## src/rtl/alu_operand_loader_if.sv

```systemverilog
// Bundle of the loader's upstream beat bus, ALU drive/return lines and
// downstream result handshake. "slave" is the loader's view, "master" is
// the surrounding environment (upstream source, ALU and result sink).
interface alu_operand_loader_if #(
    parameter int unsigned ANCHO = 4
);
    // Upstream operand/command beats
    logic [ANCHO-1:0] dato_in;
    logic [4:0]       cmd_in;
    logic             dato_valid;
    logic             dato_ready;

    // ALU drive and combinational return
    logic [ANCHO-1:0] ALUA;
    logic [ANCHO-1:0] ALUB;
    logic             ALUFlagIn;
    logic [3:0]       ALUControl;
    logic [ANCHO-1:0] ALUResult;
    logic             ALUFlags;
    logic             ALUZero;

    // Downstream result handshake
    logic [ANCHO-1:0] res_out;
    logic             flag_out;
    logic             zero_out;
    logic             op_error;
    logic             res_valid;
    logic             res_ready;
    logic [7:0]       ops_count;

    modport slave (
        input  dato_in, cmd_in, dato_valid,
        output dato_ready,
        output ALUA, ALUB, ALUFlagIn, ALUControl,
        input  ALUResult, ALUFlags, ALUZero,
        output res_out, flag_out, zero_out, op_error, res_valid, ops_count,
        input  res_ready
    );

    modport master (
        output dato_in, cmd_in, dato_valid,
        input  dato_ready,
        input  ALUA, ALUB, ALUFlagIn, ALUControl,
        output ALUResult, ALUFlags, ALUZero,
        input  res_out, flag_out, zero_out, op_error, res_valid, ops_count,
        output res_ready
    );
endinterface

```

## src/rtl/alu_operand_loader.sv

```systemverilog
// Front-end stage for the combinational ALU: loads A, B and a command over a
// valid/ready beat bus, lets the ALU settle one cycle, registers its result
// and offers it downstream on a second valid/ready handshake.
module alu_operand_loader #(
    parameter int unsigned ANCHO = 4
) (
    input logic                 clk,
    input logic                 rst_n,
    alu_operand_loader_if.slave bus
);

    typedef enum logic [2:0] {StA, StB, StCmd, StExec, StOut} state_e;

    localparam logic [3:0] MaxLegalCode = 4'h9;

    state_e           state_q, state_d;
    logic [ANCHO-1:0] alu_a_q, alu_a_d;
    logic [ANCHO-1:0] alu_b_q, alu_b_d;
    logic             flag_in_q, flag_in_d;
    logic [3:0]       ctrl_q, ctrl_d;
    logic [ANCHO-1:0] res_q, res_d;
    logic             flag_q, flag_d;
    logic             zero_q, zero_d;
    logic             err_q, err_d;
    logic [7:0]       cnt_q, cnt_d;
    logic             dato_ready_q, dato_ready_d;
    logic             res_valid_q, res_valid_d;

    logic             beat;

    // Beat transfers only when the registered ready is up, so the first cycle
    // after reset never consumes a beat.
    assign beat = bus.dato_valid && dato_ready_q;

    // Next-state, operand capture and result capture.
    always_comb begin
        state_d   = state_q;
        alu_a_d   = alu_a_q;
        alu_b_d   = alu_b_q;
        flag_in_d = flag_in_q;
        ctrl_d    = ctrl_q;
        res_d     = res_q;
        flag_d    = flag_q;
        zero_d    = zero_q;
        err_d     = err_q;
        cnt_d     = cnt_q;
        case (state_q)
            StA: begin
                if (beat) begin
                    alu_a_d = bus.dato_in;
                    state_d = StB;
                end
            end
            StB: begin
                if (beat) begin
                    alu_b_d = bus.dato_in;
                    state_d = StCmd;
                end
            end
            StCmd: begin
                if (beat) begin
                    ctrl_d    = bus.cmd_in[3:0];
                    flag_in_d = bus.cmd_in[4];
                    state_d   = StExec;
                end
            end
            StExec: begin
                // Illegal codes leave the ALU outputs undefined; never sample them.
                if (ctrl_q <= MaxLegalCode) begin
                    res_d  = bus.ALUResult;
                    flag_d = bus.ALUFlags;
                    zero_d = bus.ALUZero;
                    err_d  = 1'b0;
                end else begin
                    res_d  = '0;
                    flag_d = 1'b0;
                    zero_d = 1'b0;
                    err_d  = 1'b1;
                end
                state_d = StOut;
            end
            StOut: begin
                if (bus.res_ready) begin
                    cnt_d   = cnt_q + 8'd1;
                    state_d = StA;
                end
            end
            default: state_d = StA;
        endcase
        // Handshake outputs are registered decodes of the next state.
        dato_ready_d = (state_d == StA) || (state_d == StB) || (state_d == StCmd);
        res_valid_d  = (state_d == StOut);
    end

    // State and output registers, cleared asynchronously.
    always_ff @(posedge clk or negedge rst_n) begin
        if (!rst_n) begin
            state_q      <= StA;
            alu_a_q      <= '0;
            alu_b_q      <= '0;
            flag_in_q    <= 1'b0;
            ctrl_q       <= 4'h0;
            res_q        <= '0;
            flag_q       <= 1'b0;
            zero_q       <= 1'b0;
            err_q        <= 1'b0;
            cnt_q        <= 8'd0;
            dato_ready_q <= 1'b0;
            res_valid_q  <= 1'b0;
        end else begin
            state_q      <= state_d;
            alu_a_q      <= alu_a_d;
            alu_b_q      <= alu_b_d;
            flag_in_q    <= flag_in_d;
            ctrl_q       <= ctrl_d;
            res_q        <= res_d;
            flag_q       <= flag_d;
            zero_q       <= zero_d;
            err_q        <= err_d;
            cnt_q        <= cnt_d;
            dato_ready_q <= dato_ready_d;
            res_valid_q  <= res_valid_d;
        end
    end

    assign bus.dato_ready = dato_ready_q;
    assign bus.ALUA       = alu_a_q;
    assign bus.ALUB       = alu_b_q;
    assign bus.ALUFlagIn  = flag_in_q;
    assign bus.ALUControl = ctrl_q;
    assign bus.res_out    = res_q;
    assign bus.flag_out   = flag_q;
    assign bus.zero_out   = zero_q;
    assign bus.op_error   = err_q;
    assign bus.res_valid  = res_valid_q;
    assign bus.ops_count  = cnt_q;

endmodule

```

## src/flat_wrapper.sv

```systemverilog
// flat-port wrapper written by rule: the top's interface ports become plain ports
module alu_operand_loader_flat 
#(
    parameter int unsigned ANCHO = 4
)
  (clk, rst_n, bus_dato_in, bus_cmd_in, bus_dato_valid, bus_dato_ready, bus_ALUA, bus_ALUB, bus_ALUFlagIn, bus_ALUControl, bus_ALUResult, bus_ALUFlags, bus_ALUZero, bus_res_out, bus_flag_out, bus_zero_out, bus_op_error, bus_res_valid, bus_ops_count, bus_res_ready);
  alu_operand_loader_if #(.ANCHO(ANCHO)) bus_i ();
  input logic clk;
  input logic rst_n;
  input wire logic [$bits(bus_i.dato_in)-1:0] bus_dato_in;
  input wire logic [$bits(bus_i.cmd_in)-1:0] bus_cmd_in;
  input wire logic [$bits(bus_i.dato_valid)-1:0] bus_dato_valid;
  output wire logic [$bits(bus_i.dato_ready)-1:0] bus_dato_ready;
  output wire logic [$bits(bus_i.ALUA)-1:0] bus_ALUA;
  output wire logic [$bits(bus_i.ALUB)-1:0] bus_ALUB;
  output wire logic [$bits(bus_i.ALUFlagIn)-1:0] bus_ALUFlagIn;
  output wire logic [$bits(bus_i.ALUControl)-1:0] bus_ALUControl;
  input wire logic [$bits(bus_i.ALUResult)-1:0] bus_ALUResult;
  input wire logic [$bits(bus_i.ALUFlags)-1:0] bus_ALUFlags;
  input wire logic [$bits(bus_i.ALUZero)-1:0] bus_ALUZero;
  output wire logic [$bits(bus_i.res_out)-1:0] bus_res_out;
  output wire logic [$bits(bus_i.flag_out)-1:0] bus_flag_out;
  output wire logic [$bits(bus_i.zero_out)-1:0] bus_zero_out;
  output wire logic [$bits(bus_i.op_error)-1:0] bus_op_error;
  output wire logic [$bits(bus_i.res_valid)-1:0] bus_res_valid;
  output wire logic [$bits(bus_i.ops_count)-1:0] bus_ops_count;
  input wire logic [$bits(bus_i.res_ready)-1:0] bus_res_ready;
  assign bus_i.dato_in = bus_dato_in;
  assign bus_i.cmd_in = bus_cmd_in;
  assign bus_i.dato_valid = bus_dato_valid;
  assign bus_dato_ready = bus_i.dato_ready;
  assign bus_ALUA = bus_i.ALUA;
  assign bus_ALUB = bus_i.ALUB;
  assign bus_ALUFlagIn = bus_i.ALUFlagIn;
  assign bus_ALUControl = bus_i.ALUControl;
  assign bus_i.ALUResult = bus_ALUResult;
  assign bus_i.ALUFlags = bus_ALUFlags;
  assign bus_i.ALUZero = bus_ALUZero;
  assign bus_res_out = bus_i.res_out;
  assign bus_flag_out = bus_i.flag_out;
  assign bus_zero_out = bus_i.zero_out;
  assign bus_op_error = bus_i.op_error;
  assign bus_res_valid = bus_i.res_valid;
  assign bus_ops_count = bus_i.ops_count;
  assign bus_i.res_ready = bus_res_ready;
  alu_operand_loader #(.ANCHO(ANCHO)) u_core (.clk(clk), .rst_n(rst_n), .bus(bus_i));
endmodule
```

## config.mk

```make
export PLATFORM = sky130hd
export DESIGN_NAME = alu_operand_loader_flat
export DESIGN_NICKNAME = d
export VERILOG_FILES = /design/src/rtl/alu_operand_loader_if.sv /design/src/rtl/alu_operand_loader.sv /design/src/flat_wrapper.sv
export SDC_FILE = /design/constraint.sdc
export NUM_CORES = 1
export LEC_CHECK = 0
export ABC_AREA = 1
export BUFFER_PORTS_ARGS = -buffer_cell sky130_fd_sc_hd__buf_4
export CORE_ASPECT_RATIO = 1.75
export CORE_UTILIZATION = 50
export CTS_BUF_LIST = sky130_fd_sc_hd__clkbuf_4 sky130_fd_sc_hd__clkbuf_8
export DETAILED_ROUTE_END_ITERATION = 8
export PLACE_DENSITY_LB_ADDON = 0.25
export REMOVE_ABC_BUFFERS = 1
export SLEW_MARGIN = 15
export SYNTH_ARGS = -nofsm -noshare
export SYNTH_HDL_FRONTEND = slang
export SYNTH_SLANG_ARGS = --single-unit
```

## constraint.sdc

```tcl
create_clock -name clk -period 1.66 [get_ports clk]
set_clock_uncertainty 0.2 [all_clocks]
set_input_delay 0.083 -clock clk [delete_from_list [all_inputs] [get_ports clk]]
set_output_delay 0.083 -clock clk [all_outputs]
set_load 0.02 [all_outputs]
```

Word level (Yosys, flattened, before mapping) --
Index checks and enable logic that the tools add are counted.
Word-level totals: register bits 33, bits in latches 0, memory bits (writable) 0, memory bits (read-only) 0, input bits 19, logic and storage cells 39, memories 0
Operators by class: add/sub/neg operators 1, $mul 0, divide/modulo/power cells 0, magnitude comparators 1, eq/ne operators 7, shifts and indexed selects 0, multiplexer cells 9, bitwise logic cells 0, reductions and logical operators 9
Operator list (count):
- $pmux 3 s5 | 1
- $mux 3 | 4
- $eq 3x2->1 const B | 3
- $add 8x1->8 const B | 1
- $reduce_and 2->1 | 4
- $eq 3x1->1 const B | 2
- $eq 3x3->1 const B | 2
- $logic_not 3->1 | 2
- $le 4x4->1 const B | 1
- $mux 4 | 1
- $mux 1 | 3
- $logic_or 1x1->1 | 2
- $logic_and 1x1->1 | 1

Longest topological paths before layout --
word-level depth 6, depth in mapped cells 6

Worst setup path after synthesis --
OpenSTA, ideal clock, no wires.
path type register -> register, start reg u_core.dato_ready_q (netlist: u_core.bus.dato_ready), end reg u_core.alu_a_q[0] (netlist: u_core.bus.ALUA[0]), library setup time 128 ps, arrival time 1086 ps, path slack 246 ps, stages on the path, launching flop included 6, period minus slack after synthesis 1414 ps, cells stage by stage dfrtp_1 > nand2_1 > nor2_2 > nand2_1 > nand2_1 > o21ai_0
On the way: longest elaborated chain between the ends 2
Ends and longest elaborated chain:
- from (decl) | RTL line alu_operand_loader.sv:26 | logic dato_ready_q, dato_ready_d;
- from (signal assigned) | RTL line alu_operand_loader.sv:121 | dato_ready_q <= dato_ready_d;
- $logic_and 1x1->1 | RTL line alu_operand_loader.sv:33 | assign beat = bus.dato_valid && dato_ready_q;
- $reduce_and 2->1 (no line)
- to (signal assigned) | RTL line alu_operand_loader.sv:112 | alu_a_q <= alu_a_d;
- to (decl) | RTL line alu_operand_loader.sv:17 | logic [ANCHO-1:0] alu_a_q, alu_a_d;
No other way between the ends. A chain may end at the register's enable or synchronous reset.

Worst setup path in the final report --
start reg u_core.state_q[0], end reg u_core.cnt_q[6] (netlist: u_core.bus.ops_count[6])
On the way: longest elaborated chain between the ends 2
Ends and longest elaborated chain:
- from (decl) | RTL line alu_operand_loader.sv:16 | state_e state_q, state_d;
- from (signal assigned) | RTL line alu_operand_loader.sv:98 | state_q <= StA;
- from (signal assigned) | RTL line alu_operand_loader.sv:111 | state_q <= state_d;
- $eq 3x3->1 | RTL line alu_operand_loader.sv:47 | case (state_q)
- $reduce_and 2->1 (no line)
- to (signal assigned) | RTL line alu_operand_loader.sv:120 | cnt_q <= cnt_d;
- to (decl) | RTL line alu_operand_loader.sv:25 | logic [7:0] cnt_q, cnt_d;
No other way between the ends.

==> out/results.ini <==
[floorplan]
die_height_um = 71.0
placementRows = 24
start_util_pct = 53.9
io_pins = 49
fp.dieArea_sq_mm = 0.00294
design.core.area_sq_mm = 0.00252
die_x_um = 41.4

[placement]
dp_cells = 229
numPortBuffers = 48
place_congestion = 0.815
dp_hpwl_um = 2350

[sta]
hold_violations = 0
tightest_slew_ns = 0.414
setup_viol = 0
fin_crit_sh_pct = 93.8
slew_headroom_pct = 72.4
whs_ns = 0.0753
fmax_mhz = 642
tns_ns = 0
finalCriticalPeriod_ns = 1.56
drv_slew = 0

[clock_network]
clock-sinks = 33
clk_path_buf_depth = 2
root_buffer = clkbuf_8
cts_tree = yes
htree_num_levels = 2
clk_pin_slew_ns = 0.06
post_cts_buffers = 0
insertion_delay_ns = 0.28
cts_buffers = 5

[layout]
fillCellCount = 165
final_util_pct = 81.2
nets = 248
multi_input_area_sq_um = 487
diodes = 0
drive_above_1_share_pct = 27.2
final_cells = 254
seq_area_sq_um = 826
syn2layout_area_growth_pct = 50.6

[power]
swShare_pct = 39.5
clock_power_share_pct = 17.8
ir_drop_v = 0.00129
finalPower_mw = 3.44
p_sw_mw = 1.36
power_density_mw_per_mm2 = 1680
power_frac_seq_pct = 39.0
p_int_mw = 2.08
power_frac_comb_pct = 43.2
p_leak_nw = 1.08

[setup_path]
path_max_fanout = 9
ff2ff_setup_slack_ns = 0.10
required_ns = 1.64
end_kind = flip-flop
cp-start-kind = flip-flop
r2r-end = u_core.bus.ops_count[6]
arrival_ns = 1.53
reg2reg_from = u_core.state_q[0]
worst-setup-path-type = flip-flop to flip-flop
r2r_cells = 6

[grt]
grt_start_max_net_pins = 34
grt_overflow = 0
grt_pass1_wl_um = 5760
grt_use_total_pct = 26.5
antenna_found_initial = 0
grt_pass1_vias = 1328

[route]
wirelength_um = 3500
wl_per_cell_um = 13.8
vias_per_cell = 5.10
drc = 0
vias = 1296
dr.pass1.iters = 4
antenna_left = 0
drt_iter0_drc = 36

[outcome]
status = completed

[logic_synthesis]
synth_most_common_cell = nand2_1
netlist_area_sq_mm = 0.00136
synth_edf_count = 0
synth-seq-cells = 33
synth_commonest_cells = 62 x nand2_1, 33 x dfrtp_1, 13 x inv_1, 13 x nand3_1, 13 x o21ai_0
synth_cells = 153
synth_top_area_cell = dfrtp_1
yosysUniqueCellTypes = 15
synth.avg_cell_area_sq_um = 8.88
ys.flop_type = dfrtp_1
seq_area_frac_synth_pct = 60.8
yosys_warnings = 0
synth.area.top_cells = dfrtp_1 61%, nand2_1 17%, nand3_1 4.8%
ys_async_sr_fraction_pct = 100
synth.top_cell.area_share_pct = 60.8

[worst_hold_path]
hold_class = primary input to asynchronous set/reset pin

[flow_run]
maxCapViolCount = 0

-- cells by family (layout without fill, tap and decap cells) --
family / after synthesis / count (layout) / synth area share [%]
DFF: 33 / 33 / 60.8
and+or+nand+nor: 88 / 88 / 27.1
adders and majority gates: 1 / 1 / 0.921
buffers and inverters: 14 / 89 / 4.14
xor gates and xnor gates: 3 / 3 / 1.93
AOI/OAI and AO/OA: 14 / 14 / 5.16
-- how the worst max path moves through the flow --
stage	startpoint	end	slack, ns	cells after the start
2_1_floorplan	u_core.bus.dato_ready	u_core.bus.ALUA[0]	0.25	5
3_3_place_gp	u_core.state_q[0]	u_core.bus.ops_count[6]	0.14	6
3_5_place_dp	u_core.state_q[0]	u_core.bus.ops_count[6]	0.12	6
4_1_cts	u_core.state_q[0]	u_core.bus.ops_count[6]	0.10	6
5_1_grt	u_core.state_q[0]	u_core.bus.ops_count[7]	-0.007	6
6_report	u_core.state_q[0]	u_core.bus.ops_count[6]	0.10	6
-- cell type report --
cell class,count,area share [%]
Inverter,13,2.38
Multi-Input combinational cell,106,23.8
Clock buffer,7,4.40
Tap cell,26,1.59
Timing Repair Buffer,69,27.5
Sequential cell,33,40.3
-- flip-flops by register name, indices dropped and copies added, names as in the netlist, 3 cells and up --
name and count:
u_core.bus.ALUControl 4, u_core.state_q 3, u_core.bus.ALUB 4, u_core.bus.ALUA 4, u_core.bus.ops_count 8, u_core.bus.res_out 4
-- placed cells by master (no fill, tap or decap), drive strengths merged --
master        n
nand3        14
nor3          2
o21ai        13
dfrtp        33
buf          51
dlygate4sd3  18
nor2b         1
xnor2         3
a21oi         1
ha            1
nor2          9
inv          13
clkbuf        7
nand2        62
-- timing repair --
action,CTS,global route
hold buffers,18,0
setup endpoints to repair,0,5
hold endpoints to repair,56,0
resized for setup,0,2
-- critical path, cell delays in order (launching register included) --
cell and delay [ns]:
dfrtp_1 0.40, nor2_1 0.29, nand3_4 0.19, nor2_1 0.19
nand2_1 0.07, nand2_1 0.05, nand2_1 0.05
-- power by group through the flow --
stage	clock network, mW	registers [mW]	logic, mW
5_1_grt	0.649	1.38	1.60
3_5_place_dp	0	1.34	1.43
6_report	0.611	1.34	1.49
4_1_cts	0.628	1.33	1.47
2_1_floorplan	0	1.66	0.436
3_3_place_gp	0	1.33	1.38
-- metrics by stage --
| step | worst slack, ns | instance area [sq um] |
|---|---|---|
| floorplan | 0.246 | 1350 |
| global placement | 0.144 | 1770 |
| detailed placement | 0.117 | 1770 |
| CTS | 0.100 | 2040 |
| global route | -0.00737 | 2050 |
| finish | 0.103 | 2050 |
-- routing by layer --
| layer | routed length (um) | vias to the layer above | track usage (%) |
|---|---|---|---|
| li1 | - | 630 | - |
| met1 | 1250 | 611 | 26.9 |
| met2 | 2010 | 45 | 46.7 |
| met3 | 141 | 10 | 7.65 |
| met4 | 96 | 0 | 15.4 |
| met5 | 0 | - | 0 |
No activity file was read; power rests on OpenSTA's default activity.
